`config.mk`:
```
export PLATFORM = sky130hd
export DESIGN_NAME = johnson_step_ctrl
export DESIGN_NICKNAME = d
export VERILOG_FILES = /design/src/rtl/johnson_pkg.sv /design/src/rtl/johnson_core.sv /design/src/rtl/johnson_step_ctrl.sv
export SDC_FILE = /design/constraint.sdc
export NUM_CORES = 1
export LEC_CHECK = 0
export BUFFER_PORTS_ARGS = -buffer_cell sky130_fd_sc_hd__buf_2
export CORE_MARGIN = 1.5
export CORE_UTILIZATION = 54
export CTS_CLUSTER_DIAMETER = 60
export DETAILED_ROUTE_END_ITERATION = 10
export HOLD_SLACK_MARGIN = 0.12
export PLACE_DENSITY = 0.9
export SYNTH_ARGS = -nofsm -noshare
export SYNTH_HDL_FRONTEND = slang
export SYNTH_SLANG_ARGS = --single-unit
```
`constraint.sdc`:
```
create_clock -name clk -period 2.1 [get_ports clk]
set_input_delay 0.21 -clock clk [delete_from_list [all_inputs] [get_ports clk]]
set_output_delay 0.21 -clock clk [all_outputs]
set_load 0.01 [all_outputs]
```
`src/rtl/johnson_pkg.sv`:
```
// Shared definitions for the Johnson step controller: command encodings, FSM
// state type and a helper that gives the N-bit Johnson code at an up-sequence index.
package johnson_pkg;

  typedef enum logic [1:0] {
    OP_CLEAR    = 2'b00,
    OP_RUN_N    = 2'b01,
    OP_RUN_FREE = 2'b10,
    OP_ABORT    = 2'b11
  } op_e;

  typedef enum logic [1:0] {
    ST_IDLE = 2'b00,
    ST_RUN  = 2'b01,
    ST_DONE = 2'b10
  } state_e;

  localparam int MAX_N = 16;

  // Index k <= n has k ones packed against the MSB; index k > n has 2n-k ones packed against the LSB.
  function automatic logic [MAX_N-1:0] johnson_code(input int n, input int k);
    logic [MAX_N-1:0] code;
    code = '0;
    for (int b = 0; b < MAX_N; b++) begin
      if (b < n) begin
        if (k <= n) code[b] = (b >= n - k);
        else        code[b] = (b < 2 * n - k);
      end
    end
    return code;
  endfunction

endpackage

```
`src/rtl/johnson_core.sv`:
```
// N-bit Johnson shift register with up/down stepping and synchronous clear.
// A step taken from a non-Johnson code loads zero instead of shifting.
module johnson_core
  import johnson_pkg::*;
#(
  parameter int N = 4
) (
  input  logic         clk,
  input  logic         rst_n,
  input  logic         clr,
  input  logic         step,
  input  logic         dir,
  output logic [N-1:0] q
);

  logic [N-1:0]     q_r;
  logic [N-1:0]     q_next;
  logic [MAX_N-1:0] code_k;
  logic             legal;

  // NOTE: every variable assigned in always_comb gets a default first, so no path can infer a latch.
  always_comb begin
    legal  = 1'b0;
    code_k = '0;
    for (int k = 0; k < 2 * N; k++) begin
      code_k = johnson_code(N, k);
      if (q_r == code_k[N-1:0]) legal = 1'b1;
    end

    q_next = q_r;
    if (clr) begin
      q_next = '0;
    end else if (step) begin
      if (!legal)   q_next = '0;
      else if (dir) q_next = {q_r[N-2:0], ~q_r[N-1]};
      else          q_next = {~q_r[0], q_r[N-1:1]};
    end
  end

  // NOTE: sequential state uses non-blocking assignments so every register samples pre-edge values.
  always_ff @(posedge clk or negedge rst_n) begin
    if (!rst_n) begin
      q_r <= '0;
    end else if (clr || step) begin
      q_r <= q_next;
    end
  end

  assign q = q_r;

endmodule

```
`src/rtl/johnson_step_ctrl.sv`:
```
// Command-driven Johnson counter controller: IDLE/RUN/DONE FSM, step counter
// and phase decode around a johnson_core shift register.
module johnson_step_ctrl
  import johnson_pkg::*;
#(
  parameter int N     = 4,
  parameter int CNT_W = 8,
  localparam int PH_W = $clog2(2 * N)
) (
  input  logic             clk,
  input  logic             rst_n,
  input  logic             cmd_valid,
  output logic             cmd_ready,
  input  logic [1:0]       cmd_op,
  input  logic [CNT_W-1:0] cmd_steps,
  input  logic             cmd_dir,
  output logic [N-1:0]     q,
  output logic [PH_W-1:0]  phase,
  output logic             busy,
  output logic             done,
  output logic             err
);

  state_e           state, state_next;
  logic [CNT_W-1:0] remaining, remaining_next;
  logic             free_run, free_run_next;
  logic             run_dir, run_dir_next;
  logic             err_r;
  logic             accept, clr, step, reject, phase_ok;
  logic [MAX_N-1:0] code_k;
  op_e              op;

  johnson_core #(.N(N)) u_core (
    .clk   (clk),
    .rst_n (rst_n),
    .clr   (clr),
    .step  (step),
    .dir   (run_dir),
    .q     (q)
  );

  // Phase is the up-sequence index of q; no match means q holds an illegal code.
  always_comb begin
    phase    = '0;
    phase_ok = 1'b0;
    code_k   = '0;
    for (int k = 0; k < 2 * N; k++) begin
      code_k = johnson_code(N, k);
      if (q == code_k[N-1:0]) begin
        phase    = PH_W'(k);
        phase_ok = 1'b1;
      end
    end
  end

  assign op        = op_e'(cmd_op);
  assign cmd_ready = (state != ST_DONE);
  assign accept    = cmd_valid && cmd_ready;

  always_comb begin
    state_next     = state;
    remaining_next = remaining;
    free_run_next  = free_run;
    run_dir_next   = run_dir;
    clr            = 1'b0;
    step           = 1'b0;
    reject         = 1'b0;

    case (state)
      ST_IDLE: begin
        if (accept) begin
          case (op)
            OP_CLEAR: clr = 1'b1;
            OP_RUN_N: begin
              run_dir_next  = cmd_dir;
              free_run_next = 1'b0;
              if (cmd_steps == '0) begin
                state_next = ST_DONE;
              end else begin
                state_next     = ST_RUN;
                remaining_next = cmd_steps;
              end
            end
            OP_RUN_FREE: begin
              run_dir_next  = cmd_dir;
              free_run_next = 1'b1;
              state_next    = ST_RUN;
            end
            default: reject = 1'b1;
          endcase
        end
      end
      ST_RUN: begin
        if (accept && op == OP_ABORT) begin
          state_next = ST_DONE;
        end else begin
          // Any other command is swallowed; the run itself is undisturbed.
          step   = 1'b1;
          reject = accept;
          if (!free_run) begin
            remaining_next = remaining - CNT_W'(1);
            if (remaining == CNT_W'(1)) state_next = ST_DONE;
          end
        end
      end
      ST_DONE: state_next = ST_IDLE;
      default: state_next = ST_IDLE;
    endcase
  end

  // NOTE: only control registers are reset; there is no memory here that would need a reset-free array.
  always_ff @(posedge clk or negedge rst_n) begin
    if (!rst_n) begin
      state     <= ST_IDLE;
      remaining <= '0;
      free_run  <= 1'b0;
      run_dir   <= 1'b0;
      err_r     <= 1'b0;
    end else begin
      state     <= state_next;
      remaining <= remaining_next;
      free_run  <= free_run_next;
      run_dir   <= run_dir_next;
      err_r     <= reject || (step && !phase_ok);
    end
  end

  assign busy = (state == ST_RUN);
  assign done = (state == ST_DONE);
  assign err  = err_r;

endmodule
```
==> results_dict.tcl <==
set metrics [dict create \
    status "complete, no violations" \
    required_ps 2290 \
    vdd_drop_max_mv 0.904 \
    grt_max_degree 18 \
    numClockSinks 17 \
    die_w_microns 50.4 \
    synthesis.nets 155 \
    path_max_fanout 5 \
    drt-total-wl_microns 2860 \
    r2r_start "remaining[0]$_DFFE_PN0P_" \
    hold_viol 0 \
    skew_ps 3.30 \
    whs_ps 135 \
    synth_area_sq_um 1210 \
    cts_max_level 1 \
    whs_path_depth 2 \
    crit_type "register to register" \
    cts_resized 0 \
    drcViolationCount 0 \
    synthCells 135 \
    clockBufferDepth 2 \
    synthArstFlopShare 1.00 \
    critPathLaunchType "register" \
    grt_antenna_before_repair 0 \
    final_layout_size_suffix_gt1_frac 0.259 \
    die-area_sq_um 2540 \
    ant_nets 0 \
    die_h_microns 50.4 \
    synth_edf_count 0 \
    postSynthAreaPerCell_sq_um 9.00 \
    place.gp.congestion 0.884 \
    maxCapViolations 0 \
    top_layer_used "met4" \
    max_freq_mhz 563 \
    clk_pin_slew_worst_paths_ps 110 \
    reg2reg_depth 6 \
    clock_latency_ps 300 \
    antenna_cells 0 \
    fillers 177 \
    combinationalPowerShare 0.534 \
    final_nets 179 \
    fin_crit_sh 0.846 \
    start_util 0.595 \
    p_int_uw 1000 \
    grtUsageTotal 0.255 \
    max_stage_delay_ps 450 \
    p_clk_frac 0.101 \
    setup_violations 0 \
    cts_buffers 3 \
    ys_warn_count 0 \
    rows 16 \
    critPathSlowestCell "dfrtp_1" \
    p_leak_uw 0.000652 \
    post-route-min-period_ps 1780 \
    tritoncts "yes" \
    startpoint "remaining[0]$_DFFE_PN0P_" \
    synth_top_area_frac 0.350 \
    yosysSeqAreaShare 0.350 \
    rsz0062_at_grt "no" \
    num_vias 1140 \
    hold_class "primary input to register" \
    dr_wl_met2_microns 1340 \
    path_cells "inv_1, ha_1, nor3b_1, a21oi_1, o41ai_1, o21ai_1" \
    min_from "cmd_dir" \
    drv_slew 0 \
    avgRoutedWirePerCell_microns 15.5 \
    avgViaCountPerCell 6.16 \
    sequentialPowerShare 0.365 \
    synth_area_leaders "dfrtp_1, ha_1, nor2_1, mux2_2, nor4_1" \
    dr.first_iter.drc_count 22 \
    grt_pass1_wl_microns 4990 \
    r2r_end "remaining[6]$_DFFE_PN0P_" \
    grt_pass1_vias 1131 \
    p_per_area_nw_per_um2 1320 \
    switching_share 0.453 \
    area_growth_pct 13.8 \
    final_common_cell "buf_2" \
    hold-path-endpoint "run_dir$_DFFE_PN0P_" \
    wl_met1_microns 1270 \
    endpoint_kind "register" \
    port-buffer-count 24 \
    grt.overflow.total 0 \
    synth_area_leader_cell "dfrtp_1" \
    power.switching_uw 829 \
    hpwlAfterDp_microns 2120 \
    ys_seq_elements 17 \
    final_cell_mix "buf_2, dfrtp_1, nor2_1, inv_1" \
    first_pass_iters 4 \
    relSlewSlack 0.691 \
    ys_types 43 \
    arrival_ps 1960 \
    design.core.area_sq_um 2040 \
    ys.flop_type "dfrtp_1" \
    num_io_pins 25 \
    r2r_setup_slack_ps 320 \
    worst_pin_slew_ps 464 \
    final.setup.tns_ps 0 \
    root_buffer "clkbuf_4" \
    met3WireLength_microns 224 \
]
==> final cells by class <==
class,count,area [sq um],area share
multi-input combinational,101,717,0.519
tap,27,33.8,0.0244
sequential,17,425,0.308
timing repair buffer,27,145,0.105
clock inverter,1,5.00,0.00362
inverter,9,33.8,0.0244
clock buffer,3,22.5,0.0163
==> worst max-delay path: cells and delay by family (launching register included) <==
family / cells / cell delay (ps)
AOI/OAI and AO/OA: 3 / 470
adders and majority gates: 1 / 230
buffers and inverters: 1 / 120
DFF: 1 / 450
and+or+nand+nor: 1 / 390
==> power groups by stage <==
stage	combinational (uW)	clock [uW]	sequential [uW]
detailed placement	967	0	670
global route	1090	202	700
global placement	941	0	664
finish	977	185	668
CTS	973	189	664
floorplan	757	0	617
==> per-layer routing <==
metal,global-route usage,vias up
li1,-,548
met1,0.342,533
met2,0.419,53
met3,0.0476,6
met4,0.0766,0
met5,0,-
==> registers in the layout, summed over array words and instances (netlist names) <==
signal	cells
err	1
free_run	1
remaining	8
run_dir	1
state	2
u_core.q	4
==> Yosys cell counts, drive strengths merged, types with 4 or more instances <==
library cell and instances:
a21oi 7, a22o 4, clkbuf 6, dfrtp 17
ha 6, inv 9, mux2 4, nand2 7
nor2 13, nor3 4, nor4 6, o21ai 8
==> worst max path at each step <==
| stage | cells past startpoint | slack, ps | to |
|---|---|---|---|
| after global routing | 5 | 90 | u_core.q[2]$_DFFE_PN0P_ |
| after global placement | 4 | 380 | state[0]$_DFFE_PN0P_ |
| final | 6 | 320 | remaining[6]$_DFFE_PN0P_ |
| after CTS | 5 | 330 | u_core.q[0]$_DFFE_PN0P_ |
| after detailed placement | 6 | 330 | remaining[5]$_DFFE_PN0P_ |
| after floorplan | 4 | 520 | state[0]$_DFFE_PN0P_ |
==> cell families after synthesis <==
logic type | share of synthesized area
and+or+nand+nor | 0.204
AOI/OAI and AO/OA | 0.264
buffers and inverters | 0.0597
DFF | 0.350
muxes | 0.0536
adders and majority gates | 0.0618
xor gates and xnor gates | 0.00721
==> through the flow <==
stage	worst slack, ps	util	instance area (sq um)	total power (uW)	cells
5_1_grt	88.4	0.677	1380	1990	185
4_1_cts	329	0.677	1380	1830	185
3_5_place_dp	335	0.659	1350	1640	180
3_3_place_gp	375	0.659	1350	1600	180
6_report	324	0.677	1380	1830	185
2_1_floorplan	524	-	1210	1370	135
==> timing repair <==
item / in CTS / in global routing
endpoints found under the hold margin: 17 / 0
hold buffers: 1 / 0
setup buffers: 0 / 0
setup endpoints to repair: 0 / 0
Note: power is estimated with default switching activity, not from simulation.
